## src/rtl/ucsbece154b_icache.sv

```systemverilog
// Direct-mapped, read-only instruction cache with a four-state line-fill FSM.
// A hit returns the word combinationally in the same cycle. A miss latches the
// request, issues a line-aligned burst read, and captures words as the memory
// presents them. Ready_o stays low until the UPDATE cycle returns the word.
module ucsbece154b_icache #(
    parameter int NUM_SETS       = 8,
    parameter int WORDS_PER_LINE = 4,
    parameter int ADDR_WIDTH     = 32
) (
    input  logic                  clk,
    input  logic                  reset,
    input  logic                  ReadEnable_i,
    input  logic [ADDR_WIDTH-1:0] ReadAddress_i,
    output logic [31:0]           Instruction_o,
    output logic                  Ready_o,
    output logic                  MemReadRequest_o,
    output logic [ADDR_WIDTH-1:0] MemReadAddress_o,
    input  logic                  MemDataReady_i,
    input  logic [31:0]           MemDataIn_i
);

    localparam int OFFSET_W = $clog2(WORDS_PER_LINE);
    localparam int INDEX_W  = $clog2(NUM_SETS);
    localparam int TAG_W    = ADDR_WIDTH - INDEX_W - OFFSET_W - 2;

    typedef enum logic [1:0] {
        IDLE   = 2'd0,
        REQ    = 2'd1,
        FILL   = 2'd2,
        UPDATE = 2'd3
    } state_t;

    state_t state_q, state_d;

    // Address fields of the incoming fetch; the byte-offset bits are ignored.
    logic [OFFSET_W-1:0] addr_offset;
    logic [INDEX_W-1:0]  addr_index;
    logic [TAG_W-1:0]    addr_tag;
    wire                 unused_byte_bits = &{1'b0, ReadAddress_i[1:0]};

    assign addr_offset = ReadAddress_i[OFFSET_W+1:2];
    assign addr_index  = ReadAddress_i[INDEX_W+OFFSET_W+1:OFFSET_W+2];
    assign addr_tag    = ReadAddress_i[ADDR_WIDTH-1:INDEX_W+OFFSET_W+2];

    // Storage: valid bits are reset; tags and data are not.
    logic [NUM_SETS-1:0] valid_q;
    logic [TAG_W-1:0]    tag_q  [NUM_SETS];
    logic [31:0]         data_q [NUM_SETS][WORDS_PER_LINE];

    // Miss context, held from the miss cycle until the line is installed.
    logic [OFFSET_W-1:0] lat_offset_q;
    logic [INDEX_W-1:0]  lat_index_q;
    logic [TAG_W-1:0]    lat_tag_q;
    logic [OFFSET_W-1:0] count_q, count_d;

    logic                  hit;
    logic                  latch_en;
    logic                  mem_we;
    logic                  set_valid;
    logic                  ready;
    logic                  req;
    logic [31:0]           instr;
    logic [ADDR_WIDTH-1:0] line_addr;

    assign hit       = valid_q[addr_index] && (tag_q[addr_index] == addr_tag);
    assign line_addr = {lat_tag_q, lat_index_q, {(OFFSET_W+2){1'b0}}};

    // Next-state and output decode; every signal gets its default first.
    always_comb begin
        state_d   = state_q;
        count_d   = count_q;
        latch_en  = 1'b0;
        mem_we    = 1'b0;
        set_valid = 1'b0;
        ready     = 1'b1;
        req       = 1'b0;
        instr     = 32'h0;
        unique case (state_q)
            IDLE: begin
                if (ReadEnable_i) begin
                    if (hit) begin
                        instr = data_q[addr_index][addr_offset];
                    end else begin
                        ready    = 1'b0;
                        latch_en = 1'b1;
                        count_d  = '0;
                        state_d  = REQ;
                    end
                end
            end
            REQ: begin
                ready = 1'b0;
                req   = 1'b1;
                if (MemDataReady_i) begin
                    mem_we  = 1'b1;
                    count_d = count_q + OFFSET_W'(1);
                    state_d = FILL;
                end
            end
            FILL: begin
                ready = 1'b0;
                req   = 1'b1;
                if (MemDataReady_i) begin
                    mem_we = 1'b1;
                    if (&count_q) begin
                        count_d = '0;
                        state_d = UPDATE;
                    end else begin
                        count_d = count_q + OFFSET_W'(1);
                    end
                end
            end
            UPDATE: begin
                set_valid = 1'b1;
                instr     = data_q[lat_index_q][lat_offset_q];
                state_d   = IDLE;
            end
            default: state_d = IDLE;
        endcase
    end

    assign Ready_o          = ready;
    assign Instruction_o    = instr;
    assign MemReadRequest_o = req;
    assign MemReadAddress_o = req ? line_addr : '0;

    // State register; reset abandons any fill in progress.
    always_ff @(posedge clk) begin
        if (reset) state_q <= IDLE;
        else       state_q <= state_d;
    end

    // Burst word counter and latched miss context.
    always_ff @(posedge clk) begin
        if (reset) begin
            count_q      <= '0;
            lat_offset_q <= '0;
            lat_index_q  <= '0;
            lat_tag_q    <= '0;
        end else begin
            count_q <= count_d;
            if (latch_en) begin
                lat_offset_q <= addr_offset;
                lat_index_q  <= addr_index;
                lat_tag_q    <= addr_tag;
            end
        end
    end

    // Valid bits: cleared on reset, set only in the UPDATE cycle.
    always_ff @(posedge clk) begin
        if (reset)          valid_q <= '0;
        else if (set_valid) valid_q[lat_index_q] <= 1'b1;
    end

    // Data and tag arrays: burst words land at the counter, tag on install.
    always_ff @(posedge clk) begin
        if (mem_we && !reset)    data_q[lat_index_q][count_q] <= MemDataIn_i;
        if (set_valid && !reset) tag_q[lat_index_q] <= lat_tag_q;
    end

endmodule

```

## config.mk

```make
export PLATFORM = sky130hd
export DESIGN_NAME = ucsbece154b_icache
export DESIGN_NICKNAME = d
export VERILOG_FILES = /design/src/rtl/ucsbece154b_icache.sv
export SDC_FILE = /design/constraint.sdc
export NUM_CORES = 2
export LEC_CHECK = 0
export CORE_ASPECT_RATIO = 1.1
export CORE_MARGIN = 1
export CORE_UTILIZATION = 40
export CTS_BUF_LIST = sky130_fd_sc_hd__clkbuf_8
export CTS_CLUSTER_SIZE = 24
export DETAILED_ROUTE_END_ITERATION = 8
export GPL_TIMING_DRIVEN = 0
export SLEW_MARGIN = 10
export SYNTH_ARGS = -nofsm -noshare
export SYNTH_HDL_FRONTEND = slang
export SYNTH_SLANG_ARGS = --single-unit
```

## constraint.sdc

```tcl
create_clock -name clk -period 7.1 [get_ports clk]
set_clock_uncertainty 0.1 [all_clocks]
set_input_delay 1.775 -clock clk [delete_from_list [all_inputs] [get_ports clk]]
set_output_delay 1.775 -clock clk [all_outputs]
set_load 0.05 [all_outputs]
```

==> impl_metrics.yaml <==
sta:
  hold_viol: 0
  whs_ps: 401
  fmax_mhz: 142
  fin_setup_tns_ps: 0
  worst_slew_pin_slew_ps: 1390
  maxSlewViolCount: 0
  fin_crit_ps: 7060
  finalCritPeriodShare_pct: 99.4
  slew-limit-headroom_pct: 7.23
  finalSetupViolations: 0
logic_synthesis:
  ys_top_cells_by_area: "edfxtp_1 64%, mux4_2 27%, dfxtp_1 1.6%"
  async_flop_share_pct: 0
  synth_seq_area_share_pct: 65.7
  syn_inst: 2574
  synth_top_family_by_area: "multiplexers"
  synth_top_area_cell: "edfxtp_1"
  synth_compound_area_share_pct: 1.01
  synthXorXnorAreaFrac_pct: 0.351
  syn_area_per_cell_um2: 22.3
  synth.area.mux_share_pct: 29.4
  yosysTopAreaCellShare_pct: 64.1
  synth_edf_count: 1224
  synth_fa_ha_area_share_pct: 0.175
  synth-main-ff-cell: "edfxtp_1"
  yosys_register_bits: 1269
  synth_simple_gate_area_share_pct: 1.65
  ys_warn_count: 0
  yosysUniqueCellTypes: 48
  synthesis.area_um2: 57300
worst_hold_path:
  hp-class: "register to register"
  whs_path_depth: 2
  min-delay-start: "valid_q[6]"
final_layout:
  post_route_cells_drive_above_1_share_pct: 42.7
  regArea_um2: 37700
  syn2layout_area_growth_pct: 16.3
  multi_input_area_um2: 19000
  nFillCells: 11600
  post-route-util_pct: 46.9
  fin_area_um2: 66700
  nets: 3038
critical_path:
  worstReg2RegStart: "state_q[0]"
  cp-start-kind: "primary input"
  worst_path_max_delay_cell: "or4_4"
  worstPathMaxFanout: 10
  worst_path_largest_cell_delay_ps: 450
  rr_worst_depth: 6
  crit_start: "ReadAddress_i[6]"
  cp.arrival_ps: 5180
  required_ps: 5220
  criticalPathCategory: "primary input to output pin"
  cp_cell_sequence: "buf_2 > clkbuf_4 > mux4_2 > mux2i_1 > xor2_1 > o2111ai_1 > or4_4 > nor3_4 > buf_12 > buf_6 > a22oi_2 > nor2_2 > clkdlybuf4s18_2"
  crit_path_end_kind: "output pin"
  reg2reg_slack_ps: 3540
clock_tree:
  clk_pin_slew_worst_paths_ps: 60
  cts-htree-levels: 4
  insertion_delay_ps: 910
  cts.sinks: 1269
  postCtsHoldBufs: 0
  cts-root-buf: "clkbuf_8"
  numCtsBuffers: 199
  clockBufferDepth: 3
  cts_tree: "done"
floorplan:
  core_region_area_um2: 142000
  fp.dieW_um: 363
  io_pins: 134
  rows: 145
  die_height_um: 399
  initial_core_util_pct: 40.3
  die_area_um2: 145000
detailed_routing:
  firstDrtPassIters: 6
  via_per_inst: 6.16
  drt_iter0_drc: 3901
  ant_nets: 0
  vias: 31000
  routed_wl_mm: 177
  wl_per_cell_um: 35.3
  drc: 0
power:
  leakage_nw: 20.6
  p_per_area_nw_per_um2: 262
  ir_drop_uv: 162
placed_design:
  place.gp.congestion: 0.843
  placed_area_um2: 62600
  portBuffers: 121
  hpwlAfterDp_mm: 119
global_route:
  track_usage_pct: 24.7
  overflow: 0
  grt_antenna_before_repair: 4
  grt_max_degree: 33
  grt_pass1_vias: 33100
  grt_pass1_wl_mm: 246
run_status:
  status: "finished clean"
flow_run:
  maxCapViolations: 0
worst max-delay path, delay by kind of cell:
family	cells	cell delay, ps
AOI/OAI and AO/OA	2	290
buffers and inverters	5	1420
and+or+nand+nor	3	780
xor gates and xnor gates	1	380
muxes	2	490
sequential cells by signal, indices dropped and copies added (netlist names), named ones only:
register and count:
state_q 2, data_q 1024, lat_offset_q 2, lat_index_q 3
tag_q 200, lat_tag_q 25, valid_q 8, count_q 2
per-layer routing:
metal | vias up | wire length, um | GRT usage (%)
li1 | 12100 | - | -
met1 | 16800 | 64200 | 30.2
met2 | 1726 | 89900 | 41.8
met3 | 401 | 15600 | 6.17
met4 | 0 | 7630 | 10.5
met5 | - | 0 | 0
cells in the mapped netlist, types with 5 or more instances:
master,n
nand4_1,5
nand3_1,5
nor2_2,30
mux4_2,682
nor2_1,80
mux2_2,64
a22oi_2,30
xor2_1,23
edfxtp_1,1224
mux4_1,6
dfxtp_1,45
buf_4,8
ha_1,8
and2_1,29
o22ai_1,8
inv_1,15
a22oi_1,6
nand2_1,12
a21oi_1,7
buf_1,41
buf_6,10
mux2i_1,61
buf_2,23
clkbuf_1,115
logic make-up after synthesis:
logic type                 count (synthesis)
muxes                                    814
xor gates and xnor gates                  23
other                                      1
adders and majority gates                  8
AOI/OAI and AO/OA                         61
buffers and inverters                    214
and+or+nand+nor                          184
DFF                                     1269
cells in the final DEF (no fill, tap or decap), types with 43 or more instances in the layout:
cell	netlist	layout
clkdlybuf4s50_1	0	88
buf_12	2	45
clkbuf_8	0	219
dfxtp_1	45	45
clkinv_1	0	43
edfxtp_1	1224	1224
mux2i_1	61	61
mux4_2	682	682
clkbuf_1	115	62
mux2_2	64	64
inv_1	15	75
power by group:
group          internal (mW)  leakage [nW]  switching (mW)
clock                   2.99          2.12            2.91
combinational           1.28          7.01            1.86
sequential              8.35          11.4          0.0900
repair_timing:
action / in CTS / in global routing
pin swaps: 1 / 0
buffers inserted: 2 / 0
endpoints found under the setup margin: 33 / 33
resized for setup: 246 / 42
worst paths after layout:
path / to
max: Instruction_o[3]
min: valid_q[6]
max reg2reg: data_q[6][69]
min reg2reg: valid_q[6]
through the flow:
stage               worst slack (ps)  total power [mW]  cells
floorplan                        595              10.5   2577
detailed placement             -1680              11.7   4670
global placement               -1800              11.6   4609
finish                          45.0              17.5   5029
global route                   -2.33              18.0   5029
CTS                             1.69              17.6   5026
cell type report:
cell class,count,area share [%]
flip-flops and latches,1269,56.5
multi-input cells,1094,28.6
clock buffers,215,4.44
repair buffers,184,3.80
well taps,1911,3.59
plain buffers,199,1.89
clock inverters,139,1.13
inverters,15,0.0845
diodes,3,0.0113
Note: power is estimated with default switching activity, not from simulation.
